`config.mk`:
```
export PLATFORM = sky130hd
export DESIGN_NAME = sbox_cfg_ctrl
export DESIGN_NICKNAME = d
export VERILOG_FILES = /design/src/rtl/sbox_cfg_pkg.sv /design/src/rtl/sbox_cfg_idx.sv /design/src/rtl/sbox_cfg_ctrl.sv
export SDC_FILE = /design/constraint.sdc
export NUM_CORES = 1
export LEC_CHECK = 0
export ABC_AREA = 0
export CAP_MARGIN = 5
export CORE_MARGIN = 2
export CORE_UTILIZATION = 42
export CTS_CLUSTER_DIAMETER = 60
export DETAILED_ROUTE_END_ITERATION = 8
export MAX_ROUTING_LAYER = met4
export PLACE_DENSITY_LB_ADDON = 0.3
export SLEW_MARGIN = 20
export SYNTH_ARGS = -nofsm -noshare
export SYNTH_HDL_FRONTEND = slang
export SYNTH_SLANG_ARGS = --single-unit
export TNS_END_PERCENT = 5
```
`constraint.sdc`:
```
create_clock -name clk -period 1.48 [get_ports clk]
set_input_delay 0.296 -clock clk [delete_from_list [all_inputs] [get_ports clk]]
set_output_delay 0.296 -clock clk [all_outputs]
set_load 0.05 [all_outputs]
```
`src/rtl/sbox_cfg_pkg.sv`:
```
// Shared constants and FSM state type for the switch-box configuration controller.
package sbox_cfg_pkg;

    localparam int unsigned SEL_W = 2;

    localparam logic [1:0] DIR_N = 2'd0;
    localparam logic [1:0] DIR_W = 2'd1;
    localparam logic [1:0] DIR_S = 2'd2;
    localparam logic [1:0] DIR_E = 2'd3;

    typedef enum logic [1:0] {
        IDLE,
        LOAD,
        FINISH
    } state_e;

endpackage

```
`src/rtl/sbox_cfg_idx.sv`:
```
// Wrapping switch-box index counter with synchronous clear, increment and
// a flag marking the last switch box of a frame.
module sbox_cfg_idx #(
    parameter int unsigned NUM_SBOX = 4,
    parameter int unsigned IDX_W    = (NUM_SBOX > 1) ? $clog2(NUM_SBOX) : 1
) (
    input  logic             clk,
    input  logic             reset,
    input  logic             clr,
    input  logic             inc,
    output logic [IDX_W-1:0] idx,
    output logic             last
);
    import sbox_cfg_pkg::*;

    assign last = (idx == IDX_W'(NUM_SBOX - 1));

    always_ff @(posedge clk or negedge reset) begin
        if (!reset) begin
            idx <= '0;
        end else if (clr) begin
            idx <= '0;
        end else if (inc) begin
            idx <= last ? '0 : idx + 1'b1;
        end
    end

endmodule

```
`src/rtl/sbox_cfg_ctrl.sv`:
```
// Streams one configuration word per switch box into per-sbox registers.
// Optional macro SBOX_CFG_READBACK_EN adds shadow registers and rd_idx/rd_data readback.
module sbox_cfg_ctrl #(
    parameter int unsigned NUM_SBOX = 4,
    parameter int unsigned SEL_W    = sbox_cfg_pkg::SEL_W
) (
    input  logic                  clk,
    input  logic                  reset,
    input  logic                  start,
    input  logic                  abort,
    input  logic                  cfg_valid,
    input  logic [4*SEL_W-1:0]    cfg_data,
    output logic                  cfg_ready,
    output logic [NUM_SBOX-1:0]   cfg_en,
    output logic [4*SEL_W-1:0]    cfg_sel,
    output logic                  busy,
    output logic                  done,
    output logic                  err
`ifdef SBOX_CFG_READBACK_EN
    ,
    input  logic [((NUM_SBOX > 1) ? $clog2(NUM_SBOX) : 1)-1:0] rd_idx,
    output logic [4*SEL_W-1:0]    rd_data
`endif
);
    import sbox_cfg_pkg::*;

    localparam int unsigned IDX_W = (NUM_SBOX > 1) ? $clog2(NUM_SBOX) : 1;
    localparam int unsigned DW    = 4 * SEL_W;

    state_e              state;
    state_e              state_nxt;
    logic [IDX_W-1:0]    idx;
    logic                idx_last;
    logic                idx_clr;
    logic                xfer;
    logic                err_set;
    logic                err_clr;
    logic [NUM_SBOX-1:0] en_nxt;

    sbox_cfg_idx #(
        .NUM_SBOX (NUM_SBOX),
        .IDX_W    (IDX_W)
    ) u_idx (
        .clk   (clk),
        .reset (reset),
        .clr   (idx_clr),
        .inc   (xfer),
        .idx   (idx),
        .last  (idx_last)
    );

    always_ff @(posedge clk or negedge reset) begin
        if (!reset) begin
            state <= IDLE;
        end else begin
            state <= state_nxt;
        end
    end

    always_comb begin
        state_nxt = state;
        cfg_ready = 1'b0;
        busy      = 1'b0;
        done      = 1'b0;
        idx_clr   = 1'b0;
        err_set   = 1'b0;
        err_clr   = 1'b0;
        case (state)
            IDLE: begin
                if (start && !abort) begin
                    state_nxt = LOAD;
                    idx_clr   = 1'b1;
                    err_clr   = 1'b1;
                end
            end
            LOAD: begin
                busy      = 1'b1;
                cfg_ready = !abort;
                err_set   = start;
                if (abort) begin
                    state_nxt = IDLE;
                end else if (cfg_valid && idx_last) begin
                    state_nxt = FINISH;
                end
            end
            FINISH: begin
                done      = 1'b1;
                err_set   = start;
                state_nxt = IDLE;
            end
            default: state_nxt = IDLE;
        endcase
    end

    assign xfer = cfg_valid & cfg_ready;

    always_comb begin
        en_nxt = '0;
        for (int unsigned i = 0; i < NUM_SBOX; i++) begin
            en_nxt[i] = xfer && (32'(idx) == i);
        end
    end

    // cfg_sel only moves on a transfer so sboxes see stable data between frames.
    always_ff @(posedge clk or negedge reset) begin
        if (!reset) begin
            cfg_en  <= '0;
            cfg_sel <= '0;
        end else begin
            cfg_en <= en_nxt;
            if (xfer) begin
                cfg_sel <= cfg_data;
            end
        end
    end

    always_ff @(posedge clk or negedge reset) begin
        if (!reset) begin
            err <= 1'b0;
        end else if (err_clr) begin
            err <= 1'b0;
        end else if (err_set) begin
            err <= 1'b1;
        end
    end

`ifdef SBOX_CFG_READBACK_EN
    logic [DW-1:0] shadow [NUM_SBOX];

    always_ff @(posedge clk or negedge reset) begin
        if (!reset) begin
            for (int unsigned i = 0; i < NUM_SBOX; i++) begin
                shadow[i] <= '0;
            end
        end else begin
            for (int unsigned i = 0; i < NUM_SBOX; i++) begin
                if (cfg_en[i]) begin
                    shadow[i] <= cfg_sel;
                end
            end
        end
    end

    // Unmatched (out-of-range) indices fall through to zero.
    always_comb begin
        rd_data = '0;
        for (int unsigned i = 0; i < NUM_SBOX; i++) begin
            if (32'(rd_idx) == i) begin
                rd_data = shadow[i];
            end
        end
    end
`endif

endmodule

```
======== Word-level counts from Yosys, hierarchy flattened ========
Index checks and enable logic that the tools add are counted.
operators by class
  $add $sub $neg .......................... 1
  equality and inequality tests ........... 7
  mux-type cells .......................... 15
  bitwise operators ....................... 1
  reductions and logical operators ........ 13
operators with widths
  kind                   count
  $mux W2                6
  $mux W1                8
  $eq A2 B2 Y1 const B   3
  $logic_and A1 B1 Y1    6
  $eq A2 B1 Y1 const B   2
  $logic_not A2 Y1       2
  $pmux W2 S2            1
  $reduce_bool A2 Y1     2
  $ne A3 B3 Y1 const B   1
  $add A2 B1 Y2 const B  1
  $ne A2 B2 Y1 const B   1
  $reduce_and A2 Y1      1
  $reduce_or A2 Y1       1
  $and A1 B1 Y1          1
  $logic_not A1 Y1       1
storage, ports and cells
  register bits after elaboration ......... 17
  output and inout port bits .............. 16

======== Longest topological paths before layout ========
  depth after elaboration ................. 5
  mapped depth ............................ 6
  depth with buffers taken out ............ 5

======== Cells and area by module ========
From an unflattened synthesis, not the netlist that was laid out.
unflattened totals
  cell total of the unflattened synthesis .. 55
  area total of the unflattened synthesis .. 785.8 um2
modules (own cells, without submodules)
  module         times used  cells an instance  area an instance (um2)  sequential area each (um2)
  sbox_cfg_ctrl  1           47                 685.7                   375.4
  sbox_cfg_idx   1           8                  100.1                   50.0

======== Least setup slack after synthesis ========
No wires, ideal clock.
  path type ............................... flip-flop to flip-flop
  start point ............................. register state[1]
  end point ............................... register state[1]
  library setup time ...................... 0.079 ns
  arrival ................................. 2.042 ns
  data required time ...................... 1.401 ns
  slack ................................... -0.641 ns
  stages on the path, launching flop included .. 6
  buffers on the path ..................... 0
  period minus slack after synthesis ...... 2.121 ns
  cells stage by stage .................... dfrtp_1 -> inv_1 -> ha_1 -> nor2b_1 -> a21oi_1 -> o2bb2ai_1
on the way
  cells in the longest elaborated chain, start to end .. 3
RTL lines
  item                                                           RTL line             RTL
  start, declared                                                sbox_cfg_ctrl.sv:30  state_e state;
  start signal, assigned                                         sbox_cfg_ctrl.sv:56  state <= state_nxt;
  $eq A2 B1 Y1 / $logic_not A2 Y1 (equally long branches)        sbox_cfg_ctrl.sv:68  case (state)
  $ne A3 B3 Y1 (no line) / $ne A2 B2 Y1 (equally long branches)  n/a
  $reduce_and A2 Y1 (no line)                                    n/a
Parallel ways exist; a longest one is shown, timed or not.
A chain may end at the register's enable or synchronous reset.

======== Worst setup path after layout ========
  start point ............................. register state[1]
  end point ............................... output cfg_ready
on the way
  cells in the longest elaborated chain, start to end .. 2
RTL lines
  item           RTL line             RTL
  $eq A2 B1 Y1   sbox_cfg_ctrl.sv:68
  $mux W1        sbox_cfg_ctrl.sv:68
  end, declared  sbox_cfg_ctrl.sv:13  output logic cfg_ready,
No other way between the ends.

==> flow_metrics.env <==
export IMPL_cp_end_kind="primary output"
export IMPL_cp_max_fo=2
export IMPL_drive_above_1_share=0.276
export IMPL_grt_usage=0.193
export IMPL_netlist_area_um2=791
export IMPL_maxSlewViolCount=0
export IMPL_cts_tree="done"
export IMPL_avgRoutedWirePerCell_um=12.5
export IMPL_slowest_stage="dfrtp_1"
export IMPL_fin_crit_ps=1550
export IMPL_cp_slowest_stage_delay_ps=420
export IMPL_setup_tns_ps=-163
export IMPL_clockBufferDepth=2
export IMPL_place_gp_congestion=0.736
export IMPL_ys_ff_latch=17
export IMPL_violations="negative setup slack"
export IMPL_first_global_vias=654
export IMPL_totalWireLength_mm=1.77
export IMPL_rr_startpoint="state[1]$_DFFE_PN0P_"
export IMPL_fin_ws_ps=-72.0
export IMPL_synth_cells=78
export IMPL_path_depth=4
export IMPL_setup_viol_count_final=3
export IMPL_cp_startpoint="state[1]$_DFFE_PN0P_"
export IMPL_irDropWorstVdd_mv=1.19
export IMPL_drtIter0Drc=6
export IMPL_maxCapViolations=0
export IMPL_vias_per_cell=4.73
export IMPL_dieWidth_um=47.4
export IMPL_initial_core_util=0.453
export IMPL_area_growth_pct=71.4
export IMPL_clkTransAtPathRegs_ps=100
export IMPL_layout_cells_non_filler=141
export IMPL_slew_headroom=0.848
export IMPL_dieArea_mm2=0.00225
export IMPL_critPathLaunchType="flop"
export IMPL_portBuffers=28
export IMPL_max_freq_ghz=0.644
export IMPL_p_per_area_mw_per_mm2=1950
export IMPL_synth_area_leaders="dfrtp_1 (54%), nand2_1 (14%), ha_1 (11%)"
export IMPL_critical_path_buf_inv_count=2
export IMPL_post_place_ws_ps=-6.90
export IMPL_synth_top_cell_by_area="dfrtp_1"
export IMPL_syn_nets=98
export IMPL_cp_arrival_ps=1260
export IMPL_fp_row_count=15
export IMPL_grt_first_pass_wirelength_mm=2.76
export IMPL_antenna_found_initial=0
export IMPL_cp_cell_sequence="inv_2 > ha_4 > nor2b_4 > buf_12"
export IMPL_reg2reg_depth=6
export IMPL_total_power_mw=2.64
export IMPL_worst_pin_slew_ps=225
export IMPL_clock_sinks=17
export IMPL_core_area_mm2=0.00175
export IMPL_yosys_area_top_type_share=0.538
export IMPL_first_pass_iters=4
export IMPL_post_synth_num_cell_types=16
export IMPL_final_net_count=137
export IMPL_insertion_delay_ps=300
export IMPL_dr_total_vias=667
export IMPL_numCtsBuffers=3
export IMPL_rsz0062_at_grt="true"
export IMPL_critical_path_class="flop to primary output"
export IMPL_dpl_cell_count=134
export IMPL_grt_overflow_total=0
export IMPL_required_ps=1180
export IMPL_hpwl_mm=1.35
export IMPL_pin_count=29
export IMPL_antenna_cells=0
export IMPL_drc_errors=0
export IMPL_hold_buffers=0
export IMPL_hold_viol=0
export IMPL_cp_top_family="flip-flops"
export IMPL_period_share=1.05
export IMPL_grt_max_degree=18
export IMPL_p_leak_nw=0.673
export IMPL_ys_seq_area_frac=0.538
export IMPL_finClkSkew_ps=7.40
export IMPL_min_path_type="input port to async pin"
export IMPL_cts_root_buf="clkbuf_4"
export IMPL_die_y_um=47.4
export IMPL_status="finished, violations left"
export IMPL_cts_htree_levels=1
export IMPL_avgSynthCellArea_um2=10.1
export IMPL_ys_warn_count=0
export IMPL_ant_nets=0
final timing paths:
kind | endpoint | slack, ps
max | cfg_ready | -70
min | cfg_sel[4]$_DFFE_PN0P_ | 310
max reg2reg | state[1]$_DFFE_PN0P_ | 70
min reg2reg | cfg_sel[5]$_DFFE_PN0P_ | 550
max in group asynchronous | cfg_sel[7]$_DFFE_PN0P_ | 980
min in group clk | cfg_sel[6]$_DFFE_PN0P_ | 520
cell usage after synthesis:
master / n
and3b_1: 2
nand2b_1: 2
and2_1: 4
a21oi_1: 4
dfrtp_1: 17
buf_4: 2
ha_1: 7
o311ai_1: 1
nor2_1: 1
nand2_1: 29
nor2b_1: 1
or3_1: 1
a21bo_1: 1
nand3b_4: 1
o2bb2ai_1: 1
inv_1: 4
area by class of cell:
type / instances / area [µm²]
clock buffer: 3 / 22.5
clock inverter: 1 / 5.00
multi-input combinational: 55 / 355
timing repair buffer: 36 / 500
sequential: 17 / 425
fill: 130 / 390
tap: 25 / 31.3
inverter: 4 / 15.0
cells in the final DEF, fill, tap and decap left out:
cell	instances
nand2_1	29
dfrtp_1	17
buf_12	16
clkdlybuf4s50_1	12
buf_4	8
ha_1	6
and2_1	4
a21oi_1	4
inv_1	3
clkbuf_4	3
and3b_1	2
nand2b_1	2
nor2b_4	1
nand3b_4	1
or3_1	1
inv_2	1
o2bb2ai_1	1
nor2_1	1
a21bo_1	1
o311ai_1	1
ha_4	1
clkinv_2	1
cells by family (layout without fill, tap and decap cells):
family | Yosys count | after routing | share of synthesized area
simple gates | 41 | 41 | 0.253
flops | 17 | 17 | 0.538
fa+ha+maj | 7 | 7 | 0.111
compound gates | 7 | 7 | 0.0601
buf+inv | 6 | 44 | 0.0380
registers in the layout (all words and copies together), names as in the netlist:
register / count
cfg_sel: 8
cfg_en: 4
state: 2
u_idx.idx: 2
err: 1
per-stage QoR:
step,instance area [µm²],utilization,hold WS [ps]
3_3_place_gp,1310,0.748,519
6_report,1360,0.776,311
5_1_grt,1360,0.776,315
2_1_floorplan,811,-,0.409
3_5_place_dp,1310,0.748,523
4_1_cts,1350,0.772,314
power by group:
| group | leakage (nW) | internal (mW) | switching, mW |
|---|---|---|---|
| sequential | 0.220 | 0.622 | 0.175 |
| combinational | 0.435 | 0.768 | 0.821 |
| clock | 0.0177 | 0.101 | 0.152 |
worst register-to-register path: cells and delay by family, from the launching register on:
kind,cells,cell delay [ps]
simple gates,2,410
flops,1,400
buf+inv,2,220
fa+ha+maj,1,160
compound gates,1,120
repair_timing:
action | in CTS | in global routing
endpoints found under the setup margin | 3 | 3
buffers inserted | 2 | 1
resized for setup | 1 | 0
per-layer routing:
metal	vias up	wire length, µm	part of all wire	GRT usage
li1	323	-	-	-
met1	321	660	0.37	0.205
met2	19	984	0.56	0.324
met3	4	91	0.051	0.0423
met4	0	33	0.019	0.117
met5	-	0	0	-
Note: power is estimated with default switching activity, not from simulation.
==> variant: new RTL, same flow settings <==
Put one more register stage on the output `err`, with the module's reset. The value now appears one clock later. The other outputs are not delayed to match.
--- a/src/rtl/sbox_cfg_ctrl.sv
+++ b/src/rtl/sbox_cfg_ctrl.sv
@@ -26,6 +26,8 @@
 
     localparam int unsigned IDX_W = (NUM_SBOX > 1) ? $clog2(NUM_SBOX) : 1;
     localparam int unsigned DW    = 4 * SEL_W;
+
+    logic err_s0;
 
     state_e              state;
     state_e              state_nxt;
@@ -116,11 +118,11 @@
 
     always_ff @(posedge clk or negedge reset) begin
         if (!reset) begin
-            err <= 1'b0;
+            err_s0 <= 1'b0;
         end else if (err_clr) begin
-            err <= 1'b0;
+            err_s0 <= 1'b0;
         end else if (err_set) begin
-            err <= 1'b1;
+            err_s0 <= 1'b1;
         end
     end
 
@@ -152,5 +154,13 @@
     end
 `endif
 
+    always_ff @(posedge clk or negedge reset) begin
+        if (!reset) begin
+            err <= '0;
+        end else begin
+            err <= err_s0;
+        end
+    end
+
 endmodule
 
Function: changed (a bounded check fails within 4 cycles, from zero or initial values and one cycle with reset low).
==> variant against the unedited design <==
  * The run still ends with setup timing left
  * Count of clock-buffer cells in the layout increased by 1
  * Total power increased by 4.6%
  * Sequential cell count increased by 1
  * Worst setup slack improved by 26 ps
  * Die area increased by 2.9%
  * Sequential share of layout area increased by 0.49 points
  * Maximum frequency increased by 1.7%
  * Final cell count increased by 2.8%
  * Routed wire length increased by 2.4%
  * Sequential power increased by 5.9%
  * Cell area increased by 4.2%
  * Synthesized area increased by 3.2%
  * First-iteration DRC count increased by 50%
  * Critical endpoint unchanged
  * Highest routed layer unchanged
==> variant: results (changes against the unedited design) <==
Timing
The total setup violations reported at the end of the flow came to 3 (unchanged). The total negative slack is -100 ps (+63.3 ps). The worst hold margin came to 327 ps (+15.3 ps). The setup slack after layout came to -46.0 ps (+26.0 ps). The transition time at the pin with the least slew margin was 236 ps (+11.7 ps).

GRT
The aggregate global-route resource usage is 20.7% (+1.3 points). The pin count of the biggest net entering global routing came to 19 (+1). The via count of the first global-routing pass is 741 (+13%). The global routing met1 resource utilization came to 21.8% (+1.3 points).

The global-route wire length before repair is 3060 um (+11%). The met2 layer usage reported by global route is 33.6% (+1.2 points). The met3 usage in global routing is 6.42% (+2.2 points).

Logic synthesis
Sorting the synthesized cells by how often they occur yields sky130_fd_sc_hd__nand2_1 (29), sky130_fd_sc_hd__dfrtp_1 (18), sky130_fd_sc_hd__ha_1 (7). The count of state elements after synthesis is 18 (+1). The share of synthesized area occupied by flip-flops and latches is 55.2% (+1.4 points). Sorting the synthesized cells by area gives the leading types as sky130_fd_sc_hd__dfrtp_1 (55%), sky130_fd_sc_hd__nand2_1 (13%), sky130_fd_sc_hd__ha_1 (11%), sky130_fd_sc_hd__and2_1 (3.1%), sky130_fd_sc_hd__a21oi_1 (2.5%).

Placed design
The worst setup slack before clock tree synthesis was -60.8 ps (-53.9 ps). The total cell area at the placement stage was 0.00134 mm2 (+2.5%). The placed wire-length estimate after detailed placement came to 1380 um (+2.0%). The placer congestion estimate is 0.757 (+2.9%).

Run status
The checks that failed: setup timing. The run finished, with violations left.

Setup path
In this run the critical register-to-register path is captured at u_idx.idx[0]$_DFFE_PN0P_. The reg2reg setup slack was 50 ps (-20 ps).

Pwr
The fraction of power spent switching nets is 42.4% (-1.2 points). The standby leakage power was 0.701 nW (+4.2%).

CTS
The number of buffers added for setup after CTS came to 3 (+1).

Cells and area
The number of filler instances in the final layout is 110 (-15%).

Detailed routing
The wire length on met3 came to 105 um (+15%). The met2 wirelength from detailed routing is 937 um (-4.8%).
==> variant: cell count changes in the layout (fill, tap and decap cells not counted), sizes merged <==
cell    unedited run  this run
buf               24        27
clkinv             1         0
clkbuf             3         4
dfrtp             17        18
==> variant: metrics by stage <==
stage,power [W],cells
after floorplan,0.00162,79
final,0.00276,145
after global placement,0.00240,136
after CTS,0.00278,143
after global routing,0.00292,145
after detailed placement,0.00245,136
==> variant: final cells by class <==
type	count	area, um2	share of cell area, %
flip-flops and latches	18	450	31.9
multi-input cells	55	357	25.2
inverters	4	15.0	1.06
well taps	25	31.3	2.21
repair buffers	39	523	37.0
clock buffers	4	36.3	2.57
==> variant: kinds of logic after synthesis <==
kind of cell | count (synthesis) | synth area share [%]
AND/OR/NAND/NOR | 41 | 24.5
flip-flops | 18 | 55.2
AO/OA/AOI/OAI | 7 | 5.83
adder cells (fa/ha/maj) | 7 | 10.7
buffers and inverters | 6 | 3.68
==> variant: power by group through the flow <==
stage	logic (W)	clock network [W]	registers, W
after floorplan	0.000417	0	0.00120
after global placement	0.00156	0	0.000844
after detailed placement	0.00159	0	0.000856
after CTS	0.00163	0.000303	0.000848
after global routing	0.00173	0.000327	0.000868
final	0.00162	0.000299	0.000845
==> variant: worst max-delay path by stage <==
stage / to / depth (start not counted) / start
global route: cfg_ready / 4 / state[1]$_DFFE_PN0P_
CTS: cfg_ready / 4 / state[1]$_DFFE_PN0P_
floorplan: cfg_ready / 3 / state[1]$_DFFE_PN0P_
finish: cfg_ready / 4 / state[1]$_DFFE_PN0P_
global placement: cfg_en[1]$_DFF_PN0_ / 4 / abort
detailed placement: u_idx.idx[0]$_DFFE_PN0P_ / 4 / abort
